File: src/rtl/fa_bist_pkg.sv
// Shared definitions for the full-adder BIST controller: FSM encoding,
// sweep geometry defaults and counter widths.
package fa_bist_pkg;

  localparam int SETTLE_DEF = 4;  // default dwell cycles per vector
  localparam int NVEC_DEF   = 8;  // exhaustive sweep of a 3-input adder
  localparam int IDX_W      = 3;
  localparam int ERR_W      = 4;
  localparam int DWELL_W    = 4;

  typedef enum logic [1:0] {
    IDLE  = 2'd0,
    APPLY = 2'd1,
    DONE  = 2'd2
  } state_e;

endpackage

File: src/rtl/fa_ref_model.sv
// Golden full-adder used to derive the expected sum and carry for the
// vector currently applied to the unit under test.
module fa_ref_model (
  input  logic A,
  input  logic B,
  input  logic C,
  output logic D_exp,
  output logic E_exp
);

  assign D_exp = A ^ B ^ C;
  assign E_exp = (A & B) | (A & C) | (B & C);

endmodule

File: src/rtl/fa_bist.sv
// Exhaustive full-adder BIST: sweeps all eight {A,B,C} vectors, holds each
// for SETTLE cycles, samples D/E on the last dwell cycle and reports result.
module fa_bist
  import fa_bist_pkg::*;
#(
  parameter int SETTLE = SETTLE_DEF,
  parameter int NVEC   = NVEC_DEF
) (
  input  logic             clk,
  input  logic             rst,
  input  logic             start,
  output logic             A,
  output logic             B,
  output logic             C,
  input  logic             D,
  input  logic             E,
  output logic             busy,
  output logic             done,
  output logic             pass,
  output logic [ERR_W-1:0] err_cnt,
  output logic [IDX_W-1:0] fail_vec
);

  if (SETTLE < 2 || SETTLE > 15) begin : g_bad_settle
    $error("fa_bist: SETTLE must lie in 2..15");
  end
  if (NVEC != (1 << IDX_W)) begin : g_bad_nvec
    $error("fa_bist: NVEC must equal 8");
  end

  localparam logic [DWELL_W-1:0] DWELL_LAST = DWELL_W'(SETTLE - 1);
  localparam logic [IDX_W-1:0]   IDX_LAST   = IDX_W'(NVEC - 1);

  state_e             state_q,    state_d;
  logic [IDX_W-1:0]   idx_q,      idx_d;
  logic [DWELL_W-1:0] dwell_q,    dwell_d;
  logic [IDX_W-1:0]   vec_q,      vec_d;
  logic               busy_q,     busy_d;
  logic               done_q,     done_d;
  logic               pass_q,     pass_d;
  logic [ERR_W-1:0]   err_cnt_q,  err_cnt_d;
  logic [IDX_W-1:0]   fail_vec_q, fail_vec_d;

  logic d_exp;
  logic e_exp;
  logic sample;
  logic mismatch;

  // Reference is fed from the registered vector, so it matches what the UUT sees.
  fa_ref_model u_ref (
    .A     (vec_q[2]),
    .B     (vec_q[1]),
    .C     (vec_q[0]),
    .D_exp (d_exp),
    .E_exp (e_exp)
  );

  assign sample   = (state_q == APPLY) && (dwell_q == DWELL_LAST);
  assign mismatch = (D != d_exp) || (E != e_exp);

  always_comb begin
    // NOTE: every _d starts from its _q (done from 0) so no branch leaves a
    // signal unassigned and no latch is inferred.
    state_d    = state_q;
    idx_d      = idx_q;
    dwell_d    = dwell_q;
    vec_d      = vec_q;
    busy_d     = busy_q;
    done_d     = 1'b0;
    pass_d     = pass_q;
    err_cnt_d  = err_cnt_q;
    fail_vec_d = fail_vec_q;

    unique case (state_q)
      IDLE: begin
        if (start) begin
          state_d    = APPLY;
          idx_d      = '0;
          dwell_d    = '0;
          vec_d      = '0;
          busy_d     = 1'b1;
          pass_d     = 1'b0;
          err_cnt_d  = '0;
          fail_vec_d = '0;
        end
      end

      APPLY: begin
        if (sample) begin
          if (mismatch) begin
            err_cnt_d = err_cnt_q + ERR_W'(1);
            if (err_cnt_q == '0) begin
              fail_vec_d = vec_q;
            end
          end
          dwell_d = '0;
          if (idx_q == IDX_LAST) begin
            // Pass must reflect the last vector's verdict, hence err_cnt_d.
            state_d = DONE;
            vec_d   = '0;
            busy_d  = 1'b0;
            done_d  = 1'b1;
            pass_d  = (err_cnt_d == '0);
          end else begin
            idx_d = idx_q + IDX_W'(1);
            vec_d = idx_q + IDX_W'(1);
          end
        end else begin
          dwell_d = dwell_q + DWELL_W'(1);
        end
      end

      DONE: begin
        state_d = IDLE;
      end

      default: begin
        state_d = IDLE;
      end
    endcase
  end

  always_ff @(posedge clk) begin
    // NOTE: non-blocking assignments so every flop samples pre-edge values.
    if (rst) begin
      state_q    <= IDLE;
      idx_q      <= '0;
      dwell_q    <= '0;
      vec_q      <= '0;
      busy_q     <= 1'b0;
      done_q     <= 1'b0;
      pass_q     <= 1'b0;
      err_cnt_q  <= '0;
      fail_vec_q <= '0;
    end else begin
      state_q    <= state_d;
      idx_q      <= idx_d;
      dwell_q    <= dwell_d;
      vec_q      <= vec_d;
      busy_q     <= busy_d;
      done_q     <= done_d;
      pass_q     <= pass_d;
      err_cnt_q  <= err_cnt_d;
      fail_vec_q <= fail_vec_d;
    end
  end

  assign A        = vec_q[2];
  assign B        = vec_q[1];
  assign C        = vec_q[0];
  assign busy     = busy_q;
  assign done     = done_q;
  assign pass     = pass_q;
  assign err_cnt  = err_cnt_q;
  assign fail_vec = fail_vec_q;

endmodule

File: config.mk
export PLATFORM = sky130hd
export DESIGN_NAME = fa_bist
export DESIGN_NICKNAME = d
export VERILOG_FILES = /design/src/rtl/fa_bist_pkg.sv /design/src/rtl/fa_ref_model.sv /design/src/rtl/fa_bist.sv
export SDC_FILE = /design/constraint.sdc
export NUM_CORES = 1
export LEC_CHECK = 0
export CORE_MARGIN = 3
export CORE_UTILIZATION = 52
export DETAILED_ROUTE_END_ITERATION = 8
export PLACE_DENSITY = 0.75
export SLEW_MARGIN = 30
export SYNTH_ARGS = -nofsm -noshare
export SYNTH_HDL_FRONTEND = slang
export SYNTH_SLANG_ARGS = --single-unit
File: constraint.sdc
create_clock -name clk -period 5.2 [get_ports clk]
set_clock_uncertainty 0.05 [all_clocks]
set_input_delay 1.04 -clock clk [delete_from_list [all_inputs] [get_ports clk]]
set_output_delay 1.04 -clock clk [all_outputs]
set_load 0.01 [all_outputs]
==> out/results.ini, run 1 <==
[logic_synthesis]
synth_top_family_by_area = simple AND/OR/NAND/NOR gates
netlist_instances = 129
ys_warn_count = 0
synthXorXnorAreaFrac_pct = 2.31
synthMuxAreaShare_pct = 4.50
syn-cell-area_sq_mm = 0.00114
synth.avg_cell_area_sq_um = 8.84
synth.distinct_cells = 37
synth_fp_nets = 140
synth_compound_area_share_pct = 16.1
synth_seq_cells = 22
synth_adder_area_share_pct = 7.24
yosys.area_share.simple_pct = 26.9
synth-seq-area-share_pct = 38.6

[critical_path]
worst_ep_arrival_time_ns = 2.77
cpLargestDelayFamily = buffers and inverters
worstSetupPathType = in2reg
crit_path_start_kind = input pin
crit_buf_inv = 1
cp.required_ns = 5.36
crit_path_max_fanout = 24
cpMaxStageDelayCell = clkdlybuf4s50_1
crit_path_max_incr_delay_ns = 0.76
endpoint_kind = flop
cp_cell_sequence = clkdlybuf4s50_1, nor3_2, nand2_1, o32ai_1

[clocking]
numCtsBuffers = 3
cts_max_level = 1
clock_latency_ns = 0.29
postCtsResizedCells = 0
cts_setup_buffers = 0
clock_path_buffers = 2
holdBufCountCts = 0
cts_sinks = 22
clkTransAtPathRegs_ns = 0.11
cts_tree = yes
cts-root-buf = clkbuf_4

[power_and_ir_drop]
clkPwrFrac_pct = 31.5
combPwrFrac_pct = 8.4
p_sw_share_pct = 22.2
leakage_nw = 0.500
power.total_uw = 287
switching_power_uw = 63.8
ir_drop_uv = 175
power_density_mw_per_mm2 = 210
power.share.sequential_pct = 60.2
p_int_uw = 224

[flow_run]
drv_cap = 0

[global_routing]
grt_remaining_overflow = 0
first_global_vias = 912
antenna_found_initial = 0
grt_first_pass_wirelength_mm = 4.05
track_usage_pct = 19.4
grt_max_degree = 25

[placed_design]
port-buffer-count = 17
post-place-ws_ns = 2.25
postPlaceCellArea_sq_mm = 0.00133
gp_congestion = 0.814
hpwlAfterDp_mm = 1.73
placed_cells = 170

[cells_and_area]
finish.instance_area_sq_mm = 0.00137
multi_input_area_sq_um = 651
regArea_sq_um = 440
syn_to_final_growth_pct = 20.1
final_cells = 174
final_common_cell = dfxtp_1
diodes = 0
mostFrequentLayoutCells = 22 x dfxtp_1, 17 x clkdlybuf4s50_1, 13 x nor2_1
final_layout_size_suffix_gt1_share_pct = 7.48
nFillCells = 161
nNetsFinal = 159

[floorplanning]
ios = 18
core_sq_mm = 0.00202
dieWidth_um = 52.8
die-area_sq_mm = 0.00279
num_rows = 16
die_h_um = 52.8
start_util_pct = 56.4

[detailed_routing]
wl_mm = 2.30
final_antenna_net_count = 0
drc = 0
drt_pre_antenna_iters = 4
drt_iter0_markers = 22
wl_per_cell_um = 13.2
vias_per_cell = 5.57
via_count = 969

[timing]
finalSetupViolCount = 0
slew-limit-headroom_pct = 54.3
finalCritPeriodShare_pct = 50.0
layout_setup_ws_ns = 2.60
rsz0062_at_grt = no
hold_viol_final = 0
clock.fmax_mhz = 384
worstMarginPinSlew_ns = 0.683
fin_tns_setup_ns = 0
slew_violations = 0
layout_min_cycle_time_ns = 2.60

[outcome]
outcome = completed

[min_path]
hold_path_class = reg2reg

[per-stage QoR]
stage               util [%]  hold slack [ns]
finish                  67.7            0.423
global route            67.7            0.452
CTS                     67.7            0.431
detailed placement      65.9            0.411
global placement        65.9            0.417
floorplan                  -            0.409
[area by class of cell]
class                   instances  share of cell area, %
multi-input cells              94                   47.5
flip-flops and latches         22                   32.2
repair buffers                 17                   12.4
inverters                      10                   2.74
clock buffers                   4                   2.65
well taps                      27                   2.47
[worst min-delay path, delay by kind of cell, from the launching register on]
kind,cells,cell delay (ns)
DFF,1,0.34
and+or+nand+nor,1,0.05
AOI/OAI and AO/OA,1,0.05
[cells by family (layout without fill, tap and decap cells)]
logic type / after synthesis / count (layout)
flip-flops: 22 / 22
buffers and inverters: 13 / 31
AO/OA/AOI/OAI: 28 / 28
adder cells (fa/ha/maj): 6 / 6
XOR/XNOR: 3 / 3
multiplexers: 5 / 5
AND/OR/NAND/NOR: 52 / 52
[power by group through the flow]
stage | registers, mW | logic (mW) | clock network, mW
5_1_grt | 0.173 | 0.0272 | 0.0985
4_1_cts | 0.173 | 0.0241 | 0.0955
3_5_place_dp | 0.177 | 0.0240 | 0
3_3_place_gp | 0.177 | 0.0236 | 0
6_report | 0.173 | 0.0241 | 0.0904
2_1_floorplan | 0.176 | 0.0153 | 0
[final timing paths]
path	cells past startpoint	slack, ns	end	startpoint
worst max-delay path	4	2.60	pass	rst
worst min-delay path	2	0.42	vec_q[2]	vec_q[2]
worst max register to register	6	2.99	fail_vec[2]	vec_q[2]
worst min register to register	2	0.42	vec_q[2]	vec_q[2]
[cell usage after synthesis, drive strengths merged]
cell type	n	area share [%]
dfxtp	22	39
nor2	13	4.3
inv	10	3.3
nand2b	10	5.5
a21oi	8	3.5
ha	5	5.5
a31oi	4	2.2
mux2i	4	3.5
nand2	4	1.3
nand3	4	1.8
o21ai	4	1.8
or3	4	2.2
clkbuf	3	0.99
o32ai	3	2.3
xnor2	3	2.3
a22oi	2	1.3
a2bb2oi	2	1.5
and3	2	1.1
nor3	2	1.3
nor3b	2	1.3
nor4	2	1.1
o211ai	2	1.3
or3b	2	1.8
a21bo	1	0.88
a21o	1	0.66
fa	1	1.8
mux2	1	0.99
nand3b	1	0.66
nand4	1	0.55
nand4b	1	0.77
nand4bb	1	0.99
nor2b	1	0.55
o21bai	1	0.66
or2	1	0.55
or4b	1	1.2
[flip-flops by register name, summed over array words and instances, names as in the netlist]
register and count:
vec_q 3, done 1, pass 1, busy 1
fail_vec 3, idx_q 3, state_q 2, dwell_q 4
err_cnt 4
[layer usage]
layer  track usage [%]  vias to the layer above  share of wire [%]
li1                  -                      499                  -
met5                 0                        -                  0
met1              25.0                      453                 47
met3              2.56                        2                2.7
met2              32.9                       15                 49
met4              6.38                        0               0.78
Power figures use the tool's default switching activity.
==> run 2, diff against run 1 <==
CORE_UTILIZATION = 47   (was 52)
PLACE_DENSITY = 0.71   (was 0.75)
clock period = 2.31 ns   (was 5.2 ns; I/O delays follow)
==> run 2 against run 1 <==
  * Register-to-register slack lost 2.8 ns
  * Clock power grew 130%
  * Worst setup slack lost 2.4 ns
  * Utilization shrank 5.3 points
  * Die area grew 9.4%
  * Combinational power grew 140%
  * Critical path type is now reg2reg
  * Highest routed layer unchanged
==> out/results.ini, run 2 (synthesis gave the netlist of run 1 again) <==
[timing]
hold_viol_final = 0
finalCritPeriodShare_pct = 90.9
timing.hold.ws_ns = 0.428
slew_violations = 0
slew-limit-headroom_pct = 76.6
fin_tns_setup_ns = 0
layout_min_cycle_time_ns = 2.10
worstMarginPinSlew_ns = 0.348
rsz0062_at_grt = no
finalSetupViolCount = 0
clock.fmax_mhz = 476

[global_routing]
grt_max_degree = 18
grt_remaining_overflow = 0
track_usage_pct = 16.2
antenna_found_initial = 0
grt_first_pass_wirelength_mm = 4.06
first_global_vias = 891

[placed_design]
gp_congestion = 0.816
hpwlAfterDp_mm = 1.78
port-buffer-count = 17
postPlaceCellArea_sq_mm = 0.00136

[detailed_routing]
final_antenna_net_count = 0
wl_per_cell_um = 13.2
drt_pre_antenna_iters = 4
vias_per_cell = 5.52
drc = 0
wl_mm = 2.35
drt_iter0_markers = 25
via_count = 982

[cells_and_area]
nNetsFinal = 162
nFillCells = 206
syn_to_final_growth_pct = 23.5
diodes = 0
regArea_sq_um = 440
multi_input_area_sq_um = 666
final_common_cell = dfxtp_1
final_layout_size_suffix_gt1_share_pct = 10.7
mostFrequentLayoutCells = 22 x dfxtp_1, 17 x clkdlybuf4s50_1, 13 x nor2_1
finish.instance_area_sq_mm = 0.00141

[power_and_ir_drop]
leakage_nw = 0.528
power_density_mw_per_mm2 = 463
ir_drop_uv = 391
power.total_uw = 652

[critical_path]
worst_ep_arrival_time_ns = 2.29
crit_path_start_kind = flop
cp.required_ns = 2.50
crit_path_max_fanout = 7
r2r_start = vec_q[2]
worstSetupPathType = reg2reg
endpoint_kind = flop
crit_start = vec_q[2]

[floorplanning]
core_sq_mm = 0.00225
start_util_pct = 50.6
num_rows = 17
dieWidth_um = 55.2
die-area_sq_mm = 0.00305
die_h_um = 55.2
ios = 18

[clocking]
cts_tree = yes
cts-root-buf = clkbuf_4
cts_sinks = 22
cts_max_level = 1
clkTransAtPathRegs_ns = 0.12
numCtsBuffers = 3
clock_path_buffers = 2
clock_latency_ns = 0.30

[min_path]
hold_path_class = reg2reg
hp-start = vec_q[2]

[flow_run]
drv_cap = 0

[outcome]
outcome = completed

run 2: cell count changes in the layout (fill, tap and decap cells not counted), sizes merged:
cell and change:
buf +3
run 2: path summary, 6_finish.rpt:
check	endpoint	slack, ns	cells past startpoint
worst max-delay path	fail_vec[2]	0.21	6
worst min-delay path	vec_q[2]	0.43	2
worst max register to register	fail_vec[2]	0.21	6
worst min register to register	vec_q[2]	0.43	2
run 2: critical path: stages (launching register included):
cell and delay [ns]:
dfxtp_1 0.37, inv_1 0.07, fa_1 0.52, xnor2_2 0.33, o211ai_1 0.13, a21oi_1 0.35
mux2i_1 0.22
run 2: metal layers:
| layer | vias up | routed length [um] | GRT usage [%] |
|---|---|---|---|
| met5 | - | 0 | 0 |
| met4 | 0 | 18 | 6.25 |
| met3 | 2 | 76 | 2.57 |
| met2 | 14 | 1130 | 26.7 |
| met1 | 464 | 1120 | 21.0 |
| li1 | 502 | - | - |
run 2: through the flow:
| stage | utilization (%) | std cells | setup slack, ns |
|---|---|---|---|
| floorplan | - | 129 | 0.270 |
| global placement | 60.2 | 174 | 0.236 |
| detailed placement | 60.2 | 174 | 0.102 |
| CTS | 61.8 | 178 | 0.0663 |
| global route | 62.4 | 178 | 0.0425 |
| finish | 62.4 | 178 | 0.211 |
run 2: final cells by class:
| class | count | share of cell area (%) |
|---|---|---|
| clock buffers | 4 | 2.58 |
| inverters | 10 | 2.67 |
| multi-input cells | 94 | 47.3 |
| flip-flops and latches | 22 | 31.3 |
| well taps | 28 | 2.49 |
| repair buffers | 20 | 13.7 |
run 2: power breakdown:
group / switching (mW) / internal, mW
clock network: 0.109 / 0.0961
logic: 0.0316 / 0.0258
registers: 0.00513 / 0.384
run 2: what timing repair did:
action                     CTS  global route
gates resized for setup      0             2
setup buffers                0             0
hold buffers                 0             0
setup endpoints to repair    0             4
==> run 3, diff against run 2 <==
TNS_END_PERCENT = 100   (was default)
==> results of run 3 <==
Final layout, timing and power as in run 2 (identical DEF).
